===== config.mk =====
export PLATFORM = sky130hd
export DESIGN_NAME = mcu_port_arbiter
export DESIGN_NICKNAME = d
export VERILOG_FILES = /design/src/rtl/mcu_port_arbiter.sv
export SDC_FILE = /design/constraint.sdc
export NUM_CORES = 1
export LEC_CHECK = 0
export CELL_PAD_IN_SITES_DETAIL_PLACEMENT = 1
export CELL_PAD_IN_SITES_GLOBAL_PLACEMENT = 1
export CORE_AREA = 2 2 117 119
export CTS_BUF_LIST = sky130_fd_sc_hd__clkbuf_8
export DETAILED_ROUTE_END_ITERATION = 8
export DIE_AREA = 0 0 119 121
export DONT_BUFFER_PORTS = 1
export PLACE_DENSITY_LB_ADDON = 0.1
export SLEW_MARGIN = 20
export SYNTH_ARGS = -nofsm -noshare
export SYNTH_HDL_FRONTEND = slang
export SYNTH_SLANG_ARGS = --single-unit

===== constraint.sdc =====
create_clock -name MCU_CLK -period 2.25 [get_ports MCU_CLK]
set_clock_uncertainty 0.15 [all_clocks]
set_input_delay 0.3375 -clock MCU_CLK [delete_from_list [all_inputs] [get_ports MCU_CLK]]
set_output_delay 0.3375 -clock MCU_CLK [all_outputs]
set_load 0.01 [all_outputs]

===== src/rtl/mcu_port_arbiter.sv =====
// Shares the DDR controller user_req port between the cache and the DMA engine.
// DMA has priority; the cache is served after at most DMA_STREAK_MAX DMA wins.
module mcu_port_arbiter #(
  parameter int unsigned DMA_STREAK_MAX = 4,
  parameter int unsigned ACK_TIMEOUT    = 255,
  parameter logic [31:0] ERR_DATA       = 32'hDEADBEEF
) (
  input  logic        MCU_CLK,
  input  logic        RST,
  input  logic        c_req,
  input  logic        c_we,
  input  logic [31:0] c_addr,
  input  logic [31:0] c_wdata,
  output logic        c_ack,
  output logic [31:0] c_rdata,
  output logic        dma_mcu_access,
  input  logic        d_req,
  input  logic        d_we,
  input  logic [31:0] d_addr,
  input  logic [31:0] d_wdata,
  output logic        d_ack,
  output logic [31:0] d_rdata,
  output logic        user_req,
  output logic        user_req_we,
  output logic [31:0] user_req_address,
  output logic [31:0] user_req_datain,
  input  logic        user_req_ack,
  input  logic [31:0] user_req_dataout,
  output logic        err_timeout
);

  localparam int SW = $clog2(DMA_STREAK_MAX + 1);
  localparam int WW = (ACK_TIMEOUT > 0) ? $clog2(ACK_TIMEOUT + 1) : 1;

  typedef enum logic [1:0] {
    IDLE  = 2'd0,
    OWN_C = 2'd1,
    OWN_D = 2'd2
  } state_t;

  state_t        state;
  logic [SW-1:0] streak;
  logic [WW-1:0] wdog;

  logic        streak_full;
  logic        pick_d;
  logic        timeout;
  logic        done;
  logic [31:0] rdata;

  assign streak_full = streak == SW'(DMA_STREAK_MAX);
  assign pick_d      = d_req & ~(c_req & streak_full);
  assign timeout     = wdog == WW'(ACK_TIMEOUT);
  assign done        = (state != IDLE) & (user_req_ack | timeout);
  // A real ack wins over a coincident timeout.
  assign rdata       = user_req_ack ? user_req_dataout : ERR_DATA;

  assign c_ack   = (state == OWN_C) & done;
  assign d_ack   = (state == OWN_D) & done;
  assign c_rdata = rdata;
  assign d_rdata = rdata;

  // Gated by RST so the cache sees access=1 while held in reset.
  assign dma_mcu_access =
    ~((state == OWN_D) | (RST & (state == IDLE) & pick_d));

  always_ff @(posedge MCU_CLK or negedge RST) begin
    if (!RST) begin
      state            <= IDLE;
      user_req         <= 1'b0;
      user_req_we      <= 1'b0;
      user_req_address <= '0;
      user_req_datain  <= '0;
      streak           <= '0;
      wdog             <= '0;
      err_timeout      <= 1'b0;
    end else begin
      unique case (state)
        IDLE: begin
          if (pick_d) begin
            state            <= OWN_D;
            user_req         <= 1'b1;
            user_req_we      <= d_we;
            user_req_address <= d_addr;
            user_req_datain  <= d_wdata;
            wdog             <= '0;
          end else if (c_req) begin
            state            <= OWN_C;
            user_req         <= 1'b1;
            user_req_we      <= c_we;
            user_req_address <= c_addr;
            user_req_datain  <= c_wdata;
            wdog             <= '0;
          end
        end
        OWN_C, OWN_D: begin
          if (done) begin
            state    <= IDLE;
            user_req <= 1'b0;
            if (!user_req_ack)
              err_timeout <= 1'b1;
            if (state == OWN_C || !c_req)
              streak <= '0;
            else if (!streak_full)
              streak <= streak + 1'b1;
          end else begin
            wdog <= wdog + 1'b1;
          end
        end
        default: begin
          state    <= IDLE;
          user_req <= 1'b0;
        end
      endcase
    end
  end

endmodule


### Word level (Yosys, flattened, before mapping)

Index checks and enable logic that the tools add are counted.

| cells by class | value |
|---|---|
| multipliers | 0 |
| $add $sub $neg | 2 |
| multiplexer cells | 21 |
| shift-type cells | 0 |
| bitwise operators | 12 |
| $lt $le $gt $ge | 0 |
| reduce and logical (&&, ||, !) cells | 12 |
| divide/modulo/power cells | 0 |
| equal/unequal tests | 8 |

Operators by type and width:

| operator | number |
|---|---|
| 32-bit 2-to-1 mux | 5 |
| 8-bit 2-to-1 mux | 3 |
| 8-bit case mux with 2 select lines | 1 |
| 3-bit AND reduction | 3 |
| 8-bit by 1-bit adder with 8-bit output (second input constant) | 1 |
| 8-bit == test (second input constant) | 1 |
| 1-bit AND | 7 |
| 2-bit 2-to-1 mux | 3 |
| 3-bit 2-to-1 mux | 2 |
| 2-bit nonzero test | 3 |
| 1-bit 2-to-1 mux | 5 |
| 2-bit != test (second input constant) | 2 |
| 2-bit case mux with 2 select lines | 1 |
| 2-bit AND reduction | 2 |
| 3-bit by 1-bit adder with 3-bit output (second input constant) | 1 |
| 3-bit == test (second input constant) | 1 |
| 3-bit != test (second input constant) | 1 |
| 1-bit inverter | 3 |
| 2-bit by 1-bit == test with 1-bit output (second input constant) | 1 |
| 2-bit == test (second input constant) | 1 |
| 2-bit zero test | 1 |
| 2-bit by 1-bit != test with 1-bit output (second input constant) | 1 |
| 1-bit bitwise OR | 2 |
| 1-bit case mux with 2 select lines | 1 |
| other kinds (3) | 3 |

| storage, ports and cells | value |
|---|---|
| logic and storage cells | 63 |
| input port bits | 167 |
| memories | 0 |
| ROM bits | 0 |
| output and inout bits | 134 |
| flip-flop bits (word level) | 80 |
| latch bits | 0 |
| RAM bits | 0 |

### Depth between registers and ports, before layout

Gate-level depths: netlist (run 1).

| depth | value |
|---|---|
| word-level depth | 7 |
| gate-level depth with buffers | 9 |
| depth with buffers taken out | 6 |

### Worst setup path before layout (run 1)

Ideal clock, no wire load.

| timing path | value |
|---|---|
| path kind | reg-to-reg |
| start point | register state[0] |
| end point | register wdog[5] |
| setup time | 126 ps |
| stages on the path, launching flop included | 7 |
| path buffers | 0 |
| path slack | 332 ps |
| arrival | 1642 ps |
| period minus slack after synthesis | 1918 ps |
| path through | dfrtp_1 inv_1 ha_1 nor3b_4 o21ai_2 and2_4 a221o_1 |

| on the way | value |
|---|---|
| longest elaborated chain between the ends | 4 |
| elaborated cells on any way between the ends | 11 |
| those cells by class | eq/ne: 4; mux: 1; bitwise: 1; reduce/logical: 5 |

Ends and longest elaborated chain:

| what | line | RTL |
|---|---|---|
| from (decl) | 41 | `state_t state;` |
| from (signal assigned) | 69 | `state <= IDLE;` |
| from (signal assigned) | 81 | `state <= OWN_D;` |
| from (signal assigned) | 88 | `state <= OWN_C;` |
| 2-bit == test, or another cell as far along | 78 | `unique case (state)` |
| 2-bit OR reduction / 1-bit AND (equally long branches) | 78, 54 |  |
| 2-bit != test (no source line) / 2-bit nonzero test (equally long branches) | - |  |
| 3-bit AND reduction (no source line) | - |  |
| to (signal assigned) | 107 | `wdog <= wdog + 1'b1;` |
| to (decl) | 43 | `logic [WW-1:0] wdog;` |

Several ways; a longest one is shown, not always the timed one.
A chain may end at the register's enable or synchronous reset.

### Worst setup path in the final report (run 1)

| timing path | value |
|---|---|
| start point | register wdog[0] |
| end point | output port d_ack |

| on the way | value |
|---|---|
| longest elaborated chain between the ends | 4 |

Ends and longest elaborated chain:

| what | line | RTL |
|---|---|---|
| 8-bit == test | 53 | `assign timeout = wdog == WW'(ACK_TIMEOUT);` |
| 1-bit bitwise OR | 54 | `assign done = (state != IDLE) & (user_req_ack \| timeout);` |
| 1-bit AND | 54 |  |
| 1-bit AND | 59 | `assign d_ack = (state == OWN_D) & done;` |
| to (decl) | 21 | `output logic d_ack,` |

Every way passes these cells.

==> summary.md, run 1 <==
| Metric | Value |
|---|---|
| Slew @ Worst Pin | `0.389 ns` |
| Vias/cell | `5.08` |
| ANT nets after route | `0` |
| Post-synthesis compound-gate area fraction | `0.125` |
| Reg power frac | `0.483` |
| DRC | `0` |
| Clock group share of total power | `0.160` |
| RSZ-0062 raised after global routing | `false` |
| FFs w/ async S/R, synth | `1.00` |
| Fmax achieved | `467 MHz` |
| Synthesized Nets | `627` |
| Status | `complete, but fails checks` |
| Critical Path End Type | `output port` |
| Sw frac | `0.436` |
| Synth unique cells | `44` |
| Largest family of logic cells by synthesized area | `simple AND/OR/NAND/NOR gates` |
| # setup viols final | `0` |
| Num rows | `42` |
| Synth Cell Area | `4440 um2` |
| CTS tree | `built` |
| Main synth FF type | `dfrtp_1` |
| Failing checks | `hold timing` |
| Seq/Total Area, Yosys | `0.451` |
| Drt pass-1 iters | `4` |
| Post-DP HPWL | `8640 um` |
| Worst EP required | `1.76 ns` |
| Initial DRC Count | `87` |
| Critical path startpoint | `wdog[0]$_DFFE_PN0P_` |
| Number of buffers created by CTS | `9` |
| Antenna cells | `0` |
| Yosys reg bits | `80` |
| Area grow syn2layout | `18.9%` |
| Avg WL per Cell | `18.9 um` |
| Reg2Reg Depth | `7` |
| First-pass GRT wire length | `19,700 um` |
| PortBufs | `0` |
| I/O pins | `301` |
| Crit start category | `register` |
| Post-layout nets | `658` |
| Vias in the first global route | `3,643` |
| GPL Wtd Cong | `0.751` |
| CTS H-tree depth | `3` |
| Initial antenna violation count | `0` |
| Final non-filler cell total | `666` |
| Hold WC Path Type | `in2async` |
| List of most frequent post-synthesis cells | `dfrtp_1 (80), o21ai_1 (72), nand2_1 (70), mux2i_1 (65), buf_4 (35)` |
| GR Util All Layers | `0.175` |
| Relative slew slack | `0.737` |
| Core Box Area | `13,100 um2` |
| Largest area contributor in the netlist | `dfrtp_1` |
| Ys Warns | `0` |
| Dpl cell area | `4380 um2` |
| FF-to-FF setup slack | `0.15 ns` |
| Max Cap Viol | `0` |
| Reg-to-reg endpoint | `user_req_address[27]$_DFFE_PN0P_` |
| Via count | `3,385` |
| P_sw | `2.65 mW` |
| Post-synth top area share | `0.451` |
| Mapped Cells | `454` |
| Period utilisation layout | `0.952` |
| Comb power frac | `0.357` |
| Max VDD drop | `0.412 mV` |
| Final hold violation count | `80` |
| Xor/xnor share of the synthesized area | `0` |
| Setup Crit Path Kind | `reg2out` |
| Mux cell area share after synthesis | `0.149` |
| Initial Utilization | `0.339` |
| Main area contributors after synthesis | `dfrtp_1 (45%), mux2i_1 (15%), o21ai_1 (8.1%), buf_4 (5.9%), nand2_1 (5.9%)` |
| Max FO, Critical Path | `5` |
| Hold Buf Count CTS | `64` |
| RR Startpoint | `streak[0]$_DFFE_PN0P_` |
| Final Max Tran Viols | `0` |
| DP Cell Count | `578` |
| Final TNS setup | `0 ns` |
| Largest net degree at the start of global routing | `82` |
| Worst-skew pair later-pin latency | `0.36 ns` |
| CTS sink cnt | `80` |
| Worst-path clk slew | `0.09 ns` |
| Crit path to | `d_ack` |
| Height of the die | `121 um` |
| Critical Path AT | `1.65 ns` |
| Post-synth EDFFs | `0` |
| Final hold slack | `-0.491 ns` |
| PwrDens | `1150 nW/um2` |
| Area share of fa/ha/maj cells after synthesis | `0.0169` |
| Die Area | `14,400 um2` |
| Die width | `119 um` |
| Crit path time final | `2.14 ns` |
| Clk root buf | `clkbuf_8` |
| P_leak | `2.42 nW` |
| Finished Cell Area | `5280 um2` |
| Wirelength, routed | `12,600 um` |
| Most frequent cell after synthesis | `dfrtp_1` |
| Grt total ovfl | `0` |
| Share of post-route cells with drive strength above 1 | `0.0939` |
| Synth Area in Simple Gates | `0.163` |
| Syn_area_per_cell | `9.78 um2` |
| Longest Clk Path Bufs | `2` |
| Internal | `3.44 mW` |
==> critical path, stage by stage (launching register included) <==
cell	delay [ns]
dfrtp_1	0.37
ha_2	0.22
and4_2	0.30
a21oi_4	0.08
nor3b_2	0.17
buf_4	0.15
==> cell usage in the layout, fill, tap and decap left out, types with 2 or more instances in the layout <==
master and count:
dfrtp_1 80, o21ai_1 72, nand2_1 70, mux2i_1 65, dlygate4sd3_1 64, nand2b_1 29, nand3_1 13, buf_4 13
clkbuf_8 9, and2_1 8, ha_1 5, inv_1 4, nand3b_1 4, buf_12 4, a21oi_1 3, clkinv_2 3
and3_1 2, nor3b_2 2, a41oi_1 2, o21bai_1 2, o21ai_0 2, o311ai_1 2, nor2_1 2, o211ai_1 2
a22o_1 2, or4bb_1 2, clkinvlp_4 2
==> flip-flops by register name (all words and copies together), names as in the netlist <==
name	flops
state	2
user_req_we	1
streak	3
user_req	1
wdog	8
user_req_datain	32
user_req_address	32
err_timeout	1
==> power by group through the flow <==
stage	Clock, mW	Combinational [mW]	Sequential, mW
final	0.975	2.17	2.94
after global routing	1.07	2.46	3.03
after CTS	1.03	2.13	2.97
after detailed placement	0	2.02	2.99
after global placement	0	1.92	2.99
after floorplan	0	1.69	2.74
==> cell type report <==
cell class	instances	area, um2
fillers	1444	7800
multi-input cells	309	2050
flip-flops and latches	80	2000
repair buffers	81	818
well taps	176	220
clock buffers	9	124
clock inverters	7	47.5
inverters	4	15.0
==> layer usage <==
layer  part of all wire  track usage  up-vias
met5                  0            0        -
met4              0.024       0.0826        0
met3              0.071       0.0545       24
met2               0.51        0.292      149
met1               0.39        0.206     1612
li1                   -            -     1600
==> worst min-delay path by stage <==
stage | end | slack (ns)
2_1_floorplan | err_timeout$_DFFE_PN0P_ | -0.11
3_3_place_gp | streak[2]$_DFFE_PN0P_ | -0.11
3_5_place_dp | streak[0]$_DFFE_PN0P_ | -0.11
4_1_cts | user_req_address[10]$_DFFE_PN0P_ | -0.53
5_1_grt | user_req_address[30]$_DFFE_PN0P_ | -0.52
6_report | user_req$_DFFE_PN0P_ | -0.49
==> cell families (layout without fill, tap and decap cells) <==
group                      Yosys count  in the layout
and+or+nand+nor                    141            141
adders and majority gates            6              6
AOI/OAI and AO/OA                   96             96
muxes                               66             66
DFF                                 80             80
buffers and inverters               65            101
==> timing repair <==
action,4_1_cts,5_1_grt
gates resized for setup,4,2
setup endpoints to repair,2,4
pin swaps,0,1
buffers inserted,1,7
hold endpoints to repair,117,80
==> per-stage QoR <==
step	util	setup WS (ns)	power, mW
6_report	0.404	0.109	6.09
5_1_grt	0.404	0.0182	6.57
4_1_cts	0.398	0.00336	6.13
3_5_place_dp	0.335	0.247	5.01
3_3_place_gp	0.335	0.314	4.92
2_1_floorplan	-	0.332	4.43
Note: power is estimated with default switching activity, not from simulation.
==> run 2: changes to the inputs <==
--- a/config.mk
+++ b/config.mk
@@ -7,7 +7,7 @@
 export LEC_CHECK = 0
 export CELL_PAD_IN_SITES_DETAIL_PLACEMENT = 1
 export CELL_PAD_IN_SITES_GLOBAL_PLACEMENT = 1
-export CORE_AREA = 2 2 117 119
+export CORE_AREA = 5 5 114 116
 export CTS_BUF_LIST = sky130_fd_sc_hd__clkbuf_8
 export DETAILED_ROUTE_END_ITERATION = 8
 export DIE_AREA = 0 0 119 121
==> summary.md, run 2 (synthesis gave the netlist of run 1 again) <==
| Metric | Value |
|---|---|
| Critical Path End Type | `output port (unchanged)` |
| CTS sink cnt | `80 (unchanged)` |
| DP Cell Count | `548 (was 578)` |
| Die width | `119 um (unchanged)` |
| Max VDD drop | `0.416 mV (was 0.412 mV)` |
| Final TNS setup | `0 ns (unchanged)` |
| Longest Clk Path Bufs | `2 (unchanged)` |
| Drt pass-1 iters | `4 (unchanged)` |
| Fmax achieved | `464 MHz (was 467 MHz)` |
| Worst-path clk slew | `0.08 ns (was 0.09 ns)` |
| Wirelength, routed | `11,800 um (was 12,600 um)` |
| Critical Path AT | `1.67 ns (was 1.65 ns)` |
| Initial DRC Count | `109 (was 87)` |
| Clk root buf | `clkbuf_8 (unchanged)` |
| M2 GR Usage | `0.275 (was 0.292)` |
| Relative slew slack | `0.637 (was 0.737)` |
| Area grow syn2layout | `9.16% (was 18.9%)` |
| Final WS setup | `0.0934 ns (was 0.109 ns)` |
| Number of buffers created by CTS | `9 (unchanged)` |
| Final Max Tran Viols | `0 (unchanged)` |
| Worst Path Buf+Inv | `1 (unchanged)` |
| Final hold slack | `-0.481 ns (was -0.491 ns)` |
| PwrDens | `1240 nW/um2 (was 1150 nW/um2)` |
| Commonest cells after routing, fill and taps aside | `dfrtp_1 (80), o21ai_1 (72), nand2_1 (70) (unchanged)` |
| GR Util All Layers | `0.160 (was 0.175)` |
| Max stage delay on crit path | `0.44 ns (was 0.37 ns)` |
| Num rows | `40 (was 42)` |
| Worst-skew pair later-pin latency | `0.35 ns (was 0.36 ns)` |
| Crit path max-delay family | `flip-flops (was simple AND/OR/NAND/NOR gates)` |
| Avg WL per Cell | `19.9 um (was 18.9 um)` |
| Core Box Area | `11,800 um2 (was 13,100 um2)` |
| First-pass GRT wire length | `18,500 um (was 19,700 um)` |
| Crit path time final | `2.16 ns (was 2.14 ns)` |
| # setup viols final | `0 (unchanged)` |
| Grt total ovfl | `0 (unchanged)` |
| Die Area | `14,400 um2 (unchanged)` |
| P_leak | `2.27 nW (was 2.42 nW)` |
| Dpl ws | `0.166 ns (was 0.247 ns)` |
| Status | `complete, but fails checks (unchanged)` |
| Worst EP required | `1.76 ns (about the same)` |
| Initial Utilization | `0.376 (was 0.339)` |
| Vias in the first global route | `3,523 (was 3,643)` |
| Failing checks | `hold timing (unchanged)` |
| CTS H-tree depth | `3 (unchanged)` |
| Period utilisation layout | `0.959 (was 0.952)` |
| RSZ-0062 raised after global routing | `false (unchanged)` |
| Setup Crit Path Kind | `reg2out (unchanged)` |
| Gr busiest metal | `met2 (unchanged)` |
| PortBufs | `0 (unchanged)` |
| ANT nets after route | `0 (unchanged)` |
| Height of the die | `121 um (unchanged)` |
| CTS tree | `built (unchanged)` |
| Met1 Use GR | `0.174 (was 0.206)` |
| Most common cell after layout, fill and taps aside | `dfrtp_1 (unchanged)` |
| Regs by FF count | `user_req_address: 32 flops, user_req_datain: 32 flops, wdog: 8 flops (unchanged)` |
| Slew @ Worst Pin | `0.542 ns (was 0.389 ns)` |
| Initial antenna violation count | `0 (unchanged)` |
| GPL Wtd Cong | `0.708 (was 0.751)` |
| Post-DP HPWL | `8750 um (was 8640 um)` |
| I/O pins | `301 (unchanged)` |
| Final hold violation count | `80 (unchanged)` |
| Max Cap Viol | `0 (unchanged)` |
| Vias/cell | `5.34 (was 5.08)` |
| DRC | `0 (unchanged)` |
| Grt met3 use | `0.0657 (was 0.0545)` |
| Share of post-route cells with drive strength above 1 | `0.0964 (was 0.0939)` |
| Post-layout nets | `614 (was 658)` |
| Via count | `3,167 (was 3,385)` |
| Final non-filler cell total | `593 (was 666)` |
| Antenna cells | `0 (unchanged)` |
| Hold WC Path Type | `in2async (unchanged)` |
| CP cell instances | `ha_4, and4_2, a21oi_4, nor3b_2, buf_4 (was ha_2, and4_2, a21oi_4, nor3b_2, buf_4)` |
| Largest net degree at the start of global routing | `82 (unchanged)` |
| Max FO, Critical Path | `5 (unchanged)` |
| Crit start category | `register (unchanged)` |
| CP max-delay cell | `dfrtp_1 (unchanged)` |
## run 2: per-layer routing
metal	part of all wire	wire, um	vias up
li1	-	-	1508
met2	0.51	6020	179
met5	0	0	-
met1	0.37	4350	1461
met4	0.021	249	0
met3	0.098	1160	19
## run 2: where the power goes
group | switching (mW) | leakage [nW] | internal (mW) | total, mW
clock network | 0.522 | 0.106 | 0.505 | 1.03
logic | 1.15 | 1.17 | 0.886 | 2.04
registers | 0.855 | 0.991 | 2.09 | 2.95
total | 2.53 | 2.27 | 3.48 | 6.01
## run 2: repair_timing
item | in CTS | in global routing
gates cloned | 0 | 1
pin swaps | 1 | 3
hold endpoints to repair | 95 | 81
hold buffers | 21 | 1
buffers inserted | 1 | 5
setup endpoints to repair | 2 | 3
gates resized for setup | 3 | 4
## run 2: path summary, 6_finish.rpt
kind,start,end,slack [ns],depth (start not counted)
max in group asynchronous,RST,user_req_datain[20]$_DFFE_PN0P_,2.30,0
min in group MCU_CLK,c_addr[1],user_req_address[1]$_DFFE_PN0P_,0.02,2
hold reg to reg,state[1]$_DFFE_PN0P_,state[1]$_DFFE_PN0P_,0.38,1
setup reg to reg,streak[0]$_DFFE_PN0P_,user_req_address[18]$_DFFE_PN0P_,0.12,8
hold / removal,RST,streak[2]$_DFFE_PN0P_,-0.48,0
setup / recovery,wdog[1]$_DFFE_PN0P_,d_ack,0.09,5
## run 2: worst reg2reg max path: cells and delay by family, from the launching register on
family / cells / cell delay [ns]
flip-flops: 1 / 0.40
adder cells (fa/ha/maj): 1 / 0.16
AND/OR/NAND/NOR: 2 / 0.25
AO/OA/AOI/OAI: 1 / 0.06
multiplexers: 1 / 0.18
buffers and inverters: 3 / 0.80
## run 2: metrics by stage
step | power, mW | cell area, um2 | hold slack (ns) | utilization
4_1_cts | 6.08 | 4760 | -0.510 | 0.403
5_1_grt | 6.54 | 4850 | -0.517 | 0.410
6_report | 6.01 | 4850 | -0.481 | 0.410
3_3_place_gp | 4.90 | 4330 | -0.106 | 0.367
3_5_place_dp | 4.97 | 4330 | -0.106 | 0.367
2_1_floorplan | 4.43 | 4440 | -0.108 | -
## run 2: area by class of cell
cell class | count | area, um2
inverters | 4 | 15.0
well taps | 147 | 184
repair buffers | 37 | 400
flip-flops and latches | 80 | 2000
fillers | 1300 | 6960
multi-input cells | 309 | 2060
clock inverters | 7 | 65.1
clock buffers | 9 | 124
